## src/rtl/fix_length_pkg.sv

```systemverilog
// Shared definitions for the fixed-length packer/unpacker pair: framing state
// encoding and counter-width helpers.
package fix_length_pkg;

  typedef enum logic {
    IDLE   = 1'b0,
    IN_PKT = 1'b1
  } fl_state_e;

  // Symbol counter holds 0..SYMBOL_PER_PACKET, hence one spare bit.
  function automatic int scnt_width(input int symbols_per_packet);
    return $clog2(symbols_per_packet) + 1;
  endfunction

  function automatic int bidx_width(input int bytes_per_symbol);
    return (bytes_per_symbol > 1) ? $clog2(bytes_per_symbol) : 1;
  endfunction

endpackage

```

## src/rtl/fix_length_symbol_serializer.sv

```systemverilog
// Holds one symbol and emits it MS byte first, one byte per output handshake.
// Takes a new symbol on the cycle its final byte leaves, so no bubbles.
module fix_length_symbol_serializer
  import fix_length_pkg::*;
#(
  parameter int BYTES_PER_SYMBOL = 4,
  parameter int BITS_PER_BYTES   = 8
) (
  input  logic                                   clk_i,
  input  logic                                   rst_i,
  input  logic                                   sym_load_i,
  input  logic [BYTES_PER_SYMBOL*BITS_PER_BYTES-1:0] sym_dat_i,
  input  logic                                   sym_last_i,
  output logic                                   sym_rdy_o,
  input  logic                                   byte_rdy_i,
  output logic                                   byte_vld_o,
  output logic [BITS_PER_BYTES-1:0]              byte_dat_o,
  output logic                                   pkt_done_o
);

  localparam int SYM_W  = BYTES_PER_SYMBOL * BITS_PER_BYTES;
  localparam int BIDX_W = bidx_width(BYTES_PER_SYMBOL);
  localparam logic [BIDX_W-1:0] BIDX_LAST = BIDX_W'(BYTES_PER_SYMBOL - 1);

  logic [SYM_W-1:0]  hold_q, hold_d;
  logic [BIDX_W-1:0] bidx_q, bidx_d;
  logic              busy_q, busy_d;
  logic              last_q, last_d;
  logic              on_last_byte;
  logic              byte_fire;

  assign on_last_byte = (bidx_q == BIDX_LAST);
  assign byte_fire    = busy_q && byte_rdy_i;
  assign sym_rdy_o    = !rst_i && (!busy_q || (on_last_byte && byte_rdy_i));
  assign byte_vld_o   = busy_q;
  assign pkt_done_o   = !rst_i && byte_fire && on_last_byte && last_q;

  always_comb begin
    byte_dat_o = '0;
    for (int k = 0; k < BYTES_PER_SYMBOL; k++) begin
      if (bidx_q == BIDX_W'(k)) begin
        byte_dat_o = hold_q[(BYTES_PER_SYMBOL-k)*BITS_PER_BYTES-1 -: BITS_PER_BYTES];
      end
    end
  end

  always_comb begin
    hold_d = hold_q;
    bidx_d = bidx_q;
    busy_d = busy_q;
    last_d = last_q;
    // A load always coincides with the final byte leaving (or an empty register).
    if (sym_load_i) begin
      hold_d = sym_dat_i;
      last_d = sym_last_i;
      bidx_d = '0;
      busy_d = 1'b1;
    end else if (byte_fire) begin
      if (on_last_byte) begin
        busy_d = 1'b0;
        bidx_d = '0;
      end else begin
        bidx_d = bidx_q + BIDX_W'(1);
      end
    end
  end

  always_ff @(posedge clk_i) begin
    if (rst_i) begin
      hold_q <= '0;
      bidx_q <= '0;
      busy_q <= 1'b0;
      last_q <= 1'b0;
    end else begin
      hold_q <= hold_d;
      bidx_q <= bidx_d;
      busy_q <= busy_d;
      last_q <= last_d;
    end
  end

endmodule

```

## src/rtl/fix_length_p2b.sv

```systemverilog
// Fixed-length packet-of-symbols to byte-stream converter with framing checks.
// Byte 0 one cycle after accept; input ready follows output ready combinationally.
module fix_length_p2b
  import fix_length_pkg::*;
#(
  parameter int SYMBOL_PER_PACKET = 4,
  parameter int BYTES_PER_SYMBOL  = 4,
  parameter int BITS_PER_BYTES    = 8
) (
  input  logic                                   clock_clk,
  input  logic                                   reset_reset,
  input  logic [BYTES_PER_SYMBOL*BITS_PER_BYTES-1:0] asi_in0_data,
  input  logic                                   asi_in0_valid,
  output logic                                   asi_in0_ready,
  input  logic                                   asi_in0_startofpacket,
  input  logic                                   asi_in0_endofpacket,
  output logic [BITS_PER_BYTES-1:0]              aso_out0_data,
  output logic                                   aso_out0_valid,
  input  logic                                   aso_out0_ready,
  output logic                                   coe_err_framing,
  output logic                                   coe_pkt_done
);

  localparam int SCNT_W = scnt_width(SYMBOL_PER_PACKET);
  localparam logic [SCNT_W-1:0] SCNT_LAST = SCNT_W'(SYMBOL_PER_PACKET - 1);

  fl_state_e         state_q, state_d;
  logic [SCNT_W-1:0] scnt_q, scnt_d;
  logic              err_q, err_d;
  logic              accept;
  logic              fwd;
  logic              close;
  logic [SCNT_W-1:0] pos;
  logic              at_last;

  assign accept  = asi_in0_valid && asi_in0_ready;
  // An SOP always restarts numbering, even in the middle of an open packet.
  assign pos     = asi_in0_startofpacket ? '0 : scnt_q;
  assign at_last = (pos == SCNT_LAST);

  always_comb begin
    state_d = state_q;
    scnt_d  = scnt_q;
    err_d   = 1'b0;
    fwd     = 1'b0;
    close   = 1'b0;
    if (accept) begin
      if (!asi_in0_startofpacket && state_q == IDLE) begin
        err_d = 1'b1;
      end else begin
        fwd   = 1'b1;
        close = at_last || asi_in0_endofpacket;
        err_d = (asi_in0_startofpacket && state_q == IN_PKT) ||
                (at_last ? !asi_in0_endofpacket : asi_in0_endofpacket);
        if (close) begin
          state_d = IDLE;
          scnt_d  = '0;
        end else begin
          state_d = IN_PKT;
          scnt_d  = pos + SCNT_W'(1);
        end
      end
    end
  end

  always_ff @(posedge clock_clk) begin
    if (reset_reset) begin
      state_q <= IDLE;
      scnt_q  <= '0;
      err_q   <= 1'b0;
    end else begin
      state_q <= state_d;
      scnt_q  <= scnt_d;
      err_q   <= err_d;
    end
  end

  assign coe_err_framing = err_q;

  fix_length_symbol_serializer #(
    .BYTES_PER_SYMBOL(BYTES_PER_SYMBOL),
    .BITS_PER_BYTES  (BITS_PER_BYTES)
  ) u_ser (
    .clk_i     (clock_clk),
    .rst_i     (reset_reset),
    .sym_load_i(accept && fwd),
    .sym_dat_i (asi_in0_data),
    .sym_last_i(close),
    .sym_rdy_o (asi_in0_ready),
    .byte_rdy_i(aso_out0_ready),
    .byte_vld_o(aso_out0_valid),
    .byte_dat_o(aso_out0_data),
    .pkt_done_o(coe_pkt_done)
  );

endmodule

```

## config.mk

```make
export PLATFORM = sky130hd
export DESIGN_NAME = fix_length_p2b
export DESIGN_NICKNAME = d
export VERILOG_FILES = /design/src/rtl/fix_length_pkg.sv /design/src/rtl/fix_length_symbol_serializer.sv /design/src/rtl/fix_length_p2b.sv
export SDC_FILE = /design/constraint.sdc
export NUM_CORES = 1
export LEC_CHECK = 0
export ABC_AREA = 1
export CAP_MARGIN = 5
export CORE_ASPECT_RATIO = 0.75
export CORE_MARGIN = 10
export CORE_UTILIZATION = 49
export DETAILED_ROUTE_END_ITERATION = 8
export GPL_ROUTABILITY_DRIVEN = 0
export MAX_ROUTING_LAYER = met4
export PLACE_DENSITY = 0.79
export SLEW_MARGIN = 20
export SYNTH_ARGS = -nofsm -noshare
export SYNTH_HDL_FRONTEND = slang
export SYNTH_SLANG_ARGS = --single-unit
```

## constraint.sdc

```tcl
create_clock -name clock_clk -period 1.7 [get_ports clock_clk]
set_clock_uncertainty 0.05 [all_clocks]
set_input_delay 0.255 -clock clock_clk [delete_from_list [all_inputs] [get_ports clock_clk]]
set_output_delay 0.255 -clock clock_clk [all_outputs]
set_load 0.01 [all_outputs]
```

[Word level (Yosys, flattened, before mapping)]
Index checks and enable logic that the tools add are counted.
Cells by class
  add/subtract/negate cells: 2
  equal/unequal tests: 4
  muxes and demuxes: 17
  bitwise operators: 3
  reduce and logical (&&, ||, !) cells: 24
Operators with widths (count)
  $mux 8: 4
  $logic_and 1x1->1: 10
  $mux 1: 10
  $mux 3: 2
  $eq 2x2->1 const B: 2
  $logic_not 1->1: 4
  $reduce_and 2->1: 2
  $reduce_bool 2->1: 2
  $reduce_or 2->1: 2
  $add 3x1->3 const B: 1
  $eq 3x2->1 const B: 1
  $logic_or 1x1->1: 3
  $not 1->1: 3
  $add 2x1->2 const B: 1
  $eq 2x1->1 const B: 1
  $logic_not 2->1: 1
  $mux 2: 1
Word-level totals
  flip-flop bits (word level): 41
  input port bits: 38
  output and inout bits: 12
  logic and storage cells: 57

[Depth between registers and ports, before layout]
  depth after elaboration: 9
  gate-level depth with buffers: 10
  mapped depth without buffers: 10

[Cells and area by module]
From an unflattened synthesis, not the netlist that was laid out.
Unflattened totals
  cells, all modules: 287
  area total of the unflattened synthesis: 1961.9 um2
Modules (own cells, without submodules)
  fix_length_symbol_serializer: instances 1, cells an instance 237, area an instance 1640.3 um2
  fix_length_p2b: instances 1, cells an instance 50, area an instance 321.6 um2

[Worst setup path after synthesis]
OpenSTA, ideal clock, no wires.
  kind: reg-to-output
  start: register u_ser.bidx_q[1]
  end: output port aso_out0_data[3]
  arrival: 1.299 ns
  slack: 0.096 ns
  stages on the path, launching flop included: 9
  buffers on the path: 1
  cell sequence: dfxtp_1 -> inv_1 -> ha_1 -> inv_1 -> buf_2 -> nand3_1 -> o21ai_0 -> nand2_1 -> a22oi_1
On the way
  longest elaborated chain between the ends: 5
  elaborated cells on any way between the ends: 8
  classes of those cells: 3 x eq/ne; 4 x mux; 1 x reduce/logical
Ends and longest elaborated chain
  start: declaration: RTL line fix_length_symbol_serializer.sv:26  | logic [BIDX_W-1:0] bidx_q, bidx_d;
  start signal: assignment: RTL line fix_length_symbol_serializer.sv:76  | bidx_q <= bidx_d;
  $logic_not 2->1: RTL line fix_length_symbol_serializer.sv:41  | if (bidx_q == BIDX_W'(k)) begin
  $mux 8 (3 in series): RTL line fix_length_symbol_serializer.sv:41
  $mux 8 (*): RTL line fix_length_symbol_serializer.sv:41
  end: declaration: RTL line fix_length_p2b.sv:17  | output logic [BITS_PER_BYTES-1:0] aso_out0_data,
Mark *: on every way between the ends. The rest lies on a longest branch, timed or not.

[Worst setup path in the final report]
  start: register u_ser.bidx_q[0]
  end: output port aso_out0_data[1]
The elaborated chain is that of the path after synthesis.

==> insert_results.sql <==
INSERT INTO impl_metrics (metric_group, metric, value, unit) VALUES
('timing', 'final_period_minus_worst_setup_slack', '1890', 'ps'),
('cells_and_area', 'areaGrowthSynthToFinish', '46.8', '%'),
('timing', 'report.final.hold_viol_count', '0', ''),
('timing', 'worst_slack', '-187', 'ps'),
('routing', 'drtIter0Drc', '155', ''),
('timing', 'timing.final.crit_share', '111', '%'),
('routing', 'highest_metal_layer_with_signal_wires', 'met4', ''),
('clock_network', 'tritoncts_clock_tree', 'built', ''),
('floorplanning', 'floorplan.initialDensity', '51.0', '%'),
('timing', 'timing.setup.tns', '-4350', 'ps'),
('timing', 'worst_pin_slew', '264', 'ps'),
('synthesis', 'synth_cells', '292', ''),
('synthesis', 'synth_enable_flop_cells', '0', ''),
('cells_and_area', 'final_cell_count_no_fill', '414', ''),
('timing', 'slew-limit-headroom', '82.4', '%'),
('run_status', 'failing_checks', 'negative setup slack', ''),
('floorplanning', 'ioPinCount', '50', ''),
('clock_network', 'clk_path_buf_depth', '2', ''),
('setup_path', 'worstSetupPathType', 'reg -> out', ''),
('setup_path', 'cp_data_arrival_time', '1580', 'ps'),
('cells_and_area', 'mostFrequentLayoutCells', 'sky130_fd_sc_hd__nand2_1, sky130_fd_sc_hd__dfxtp_1, sky130_fd_sc_hd__clkdlybuf4s50_1', ''),
('pwr', 'design_power_total', '2.05', 'mW'),
('grt', 'globalRouteOverflowTotal', '0', ''),
('worst_hold_path', 'worst_hold_path_type', 'reg -> reg', ''),
('placement', 'placed_area', '2690', 'um2'),
('pwr', 'pwr_density_cell', '676', 'nW/um2'),
('cells_and_area', 'finalNetCount', '403', ''),
('floorplanning', 'die-area', '7240', 'um2'),
('floorplanning', 'num_rows', '20', ''),
('pwr', 'total_switching_power', '0.560', 'mW'),
('clock_network', 'cts_hold_buffers', '0', ''),
('timing', 'timing.final.setup_violations', '48', ''),
('setup_path', 'crit_fanout', '7', ''),
('synthesis', 'synthDominantAreaCellType', 'sky130_fd_sc_hd__dfxtp_1', ''),
('routing', 'met3WireLength', '474', 'um'),
('routing', 'ant_nets', '0', ''),
('run_status', 'run_status', 'finished with violations', ''),
('synthesis', 'ys_ff_latch', '41', ''),
('synthesis', 'netlist_area', '2070', 'um2'),
('floorplanning', 'die_x', '95.0', 'um'),
('pwr', 'switching_fraction_of_total_power', '27.3', '%'),
('synthesis', 'yosys_warnings', '0', ''),
('cells_and_area', 'final_layout_size_suffix_gt1_share', '25.3', '%'),
('pwr', 'power.share.sequential', '49.8', '%'),
('clock_network', 'cts_htree_levels', '2', ''),
('synthesis', 'ys_top_cells_by_area', 'sky130_fd_sc_hd__dfxtp_1, sky130_fd_sc_hd__nand2_1, sky130_fd_sc_hd__a21oi_1', ''),
('placement', 'io_buffers', '49', ''),
('grt', 'wire_length_of_the_first_global_routing_pass', '9520', 'um'),
('grt', 'gr-usage-all-layers', '16.3', '%'),
('setup_path', 'critPathRequiredTime', '1390', 'ps'),
('floorplanning', 'dieHeight', '76.2', 'um'),
('grt', 'number_of_global_route_vias_before_repair', '1967', ''),
('cells_and_area', 'post-route-cell-area', '3030', 'um2'),
('pwr', 'internal_power', '1.49', 'mW'),
('flow_run', 'max-cap-violations', '0', ''),
('clock_network', 'clock_insertion_delay_worst_skew', '290', 'ps'),
('pwr', 'leakagePower', '1.32', 'nW'),
('cells_and_area', 'mostFrequentLayoutCell', 'sky130_fd_sc_hd__nand2_1', ''),
('clock_network', 'cts_sinks', '41', ''),
('placement', 'placed_cells_incl_taps', '401', ''),
('grt', 'antenna_violations_before_repair', '0', ''),
('routing', 'routed_wirelength', '6270', 'um'),
('pwr', 'ir_drop', '0.000427', 'V'),
('grt', 'grt_max_degree', '24', ''),
('setup_path', 'start_kind', 'register', ''),
('routing', 'drc', '0', ''),
('placement', 'detailed_place_hpwl', '4230', 'um'),
('synthesis', 'async_reset_ff_share', '0', '%'),
('routing', 'routedLengthMet1', '2750', 'um'),
('timing', 'grt_setup_unrepaired', 'yes', ''),
('placement', 'post-place-ws', '-453', 'ps');
[registers in the layout, indices dropped and copies added, names as in the netlist]
register          flops
u_ser.hold_q         32
scnt_q                3
u_ser.bidx_q          2
coe_err_framing       1
state_q               1
u_ser.byte_vld_o      1
u_ser.last_q          1
[cells in the mapped netlist (2+ instances only)]
cell,count
sky130_fd_sc_hd__a22oi_1,5
sky130_fd_sc_hd__ha_1,7
sky130_fd_sc_hd__nand2_4,2
sky130_fd_sc_hd__buf_4,2
sky130_fd_sc_hd__dfxtp_1,41
sky130_fd_sc_hd__inv_1,31
sky130_fd_sc_hd__o21ai_0,15
sky130_fd_sc_hd__a21oi_1,28
sky130_fd_sc_hd__nand2_1,67
sky130_fd_sc_hd__nand3_1,11
sky130_fd_sc_hd__nor2_1,33
sky130_fd_sc_hd__buf_6,4
sky130_fd_sc_hd__nand4_1,15
sky130_fd_sc_hd__clkbuf_1,7
sky130_fd_sc_hd__nor2_2,10
sky130_fd_sc_hd__buf_2,6
sky130_fd_sc_hd__inv_2,2
[path summary, 6_finish.rpt]
kind	startpoint	end	slack, ps	cells past startpoint
max	u_ser.bidx_q[0]	aso_out0_data[1]	-190	7
min	u_ser.hold_q[13]	u_ser.hold_q[13]	420	2
max reg2reg	u_ser.bidx_q[0]	u_ser.hold_q[5]	-120	12
min reg2reg	u_ser.hold_q[13]	u_ser.hold_q[13]	420	2
[metrics by stage]
stage          hold WS [ps]  utilization, %
3_3_place_gp            409            66.3
5_1_grt                 447            74.8
4_1_cts                 424            70.9
2_1_floorplan           333               -
6_report                421            74.8
3_5_place_dp            414            66.3
[cell type report]
type | count | area, um2
clock buffer | 5 | 68.8
clock inverter | 3 | 17.5
fill | 311 | 1020
inverter | 33 | 134
multi-input combinational | 199 | 1130
sequential | 41 | 826
tap | 55 | 68.8
timing repair buffer | 77 | 785
timing repair inverter | 1 | 3.75
[cell families after synthesis]
logic type / synth area share (%)
simple gates: 31.0
fa+ha+maj: 4.24
buf+inv: 11.6
flops: 39.7
compound gates: 13.4
[worst max-delay path, stage by stage (launching register included)]
cell,delay (ps)
sky130_fd_sc_hd__dfxtp_4,380
sky130_fd_sc_hd__buf_6,130
sky130_fd_sc_hd__ha_4,160
sky130_fd_sc_hd__buf_6,130
sky130_fd_sc_hd__a21oi_1,130
sky130_fd_sc_hd__o21ai_1,100
sky130_fd_sc_hd__o21ai_1,100
sky130_fd_sc_hd__buf_2,160
[power groups by stage]
stage / logic, mW / clock network (mW) / registers [mW]
after floorplan: 0.171 / 0 / 1.04
after global placement: 0.334 / 0 / 1.04
after detailed placement: 0.341 / 0 / 1.04
after CTS: 0.358 / 0.629 / 1.02
after global routing: 0.437 / 0.676 / 1.03
final: 0.401 / 0.629 / 1.02
[timing repair]
item,CTS,global route
setup endpoints to repair,48,50
buffers inserted,0,1
resized for setup,91,19
cloned,1,3
pin swaps,7,6
[layer usage]
layer	global-route usage, %	up-vias
li1	-	1066
met1	21.1	988
met2	24.6	84
met3	4.92	8
met4	2.99	0
met5	-	-
Power figures use the tool's default switching activity.
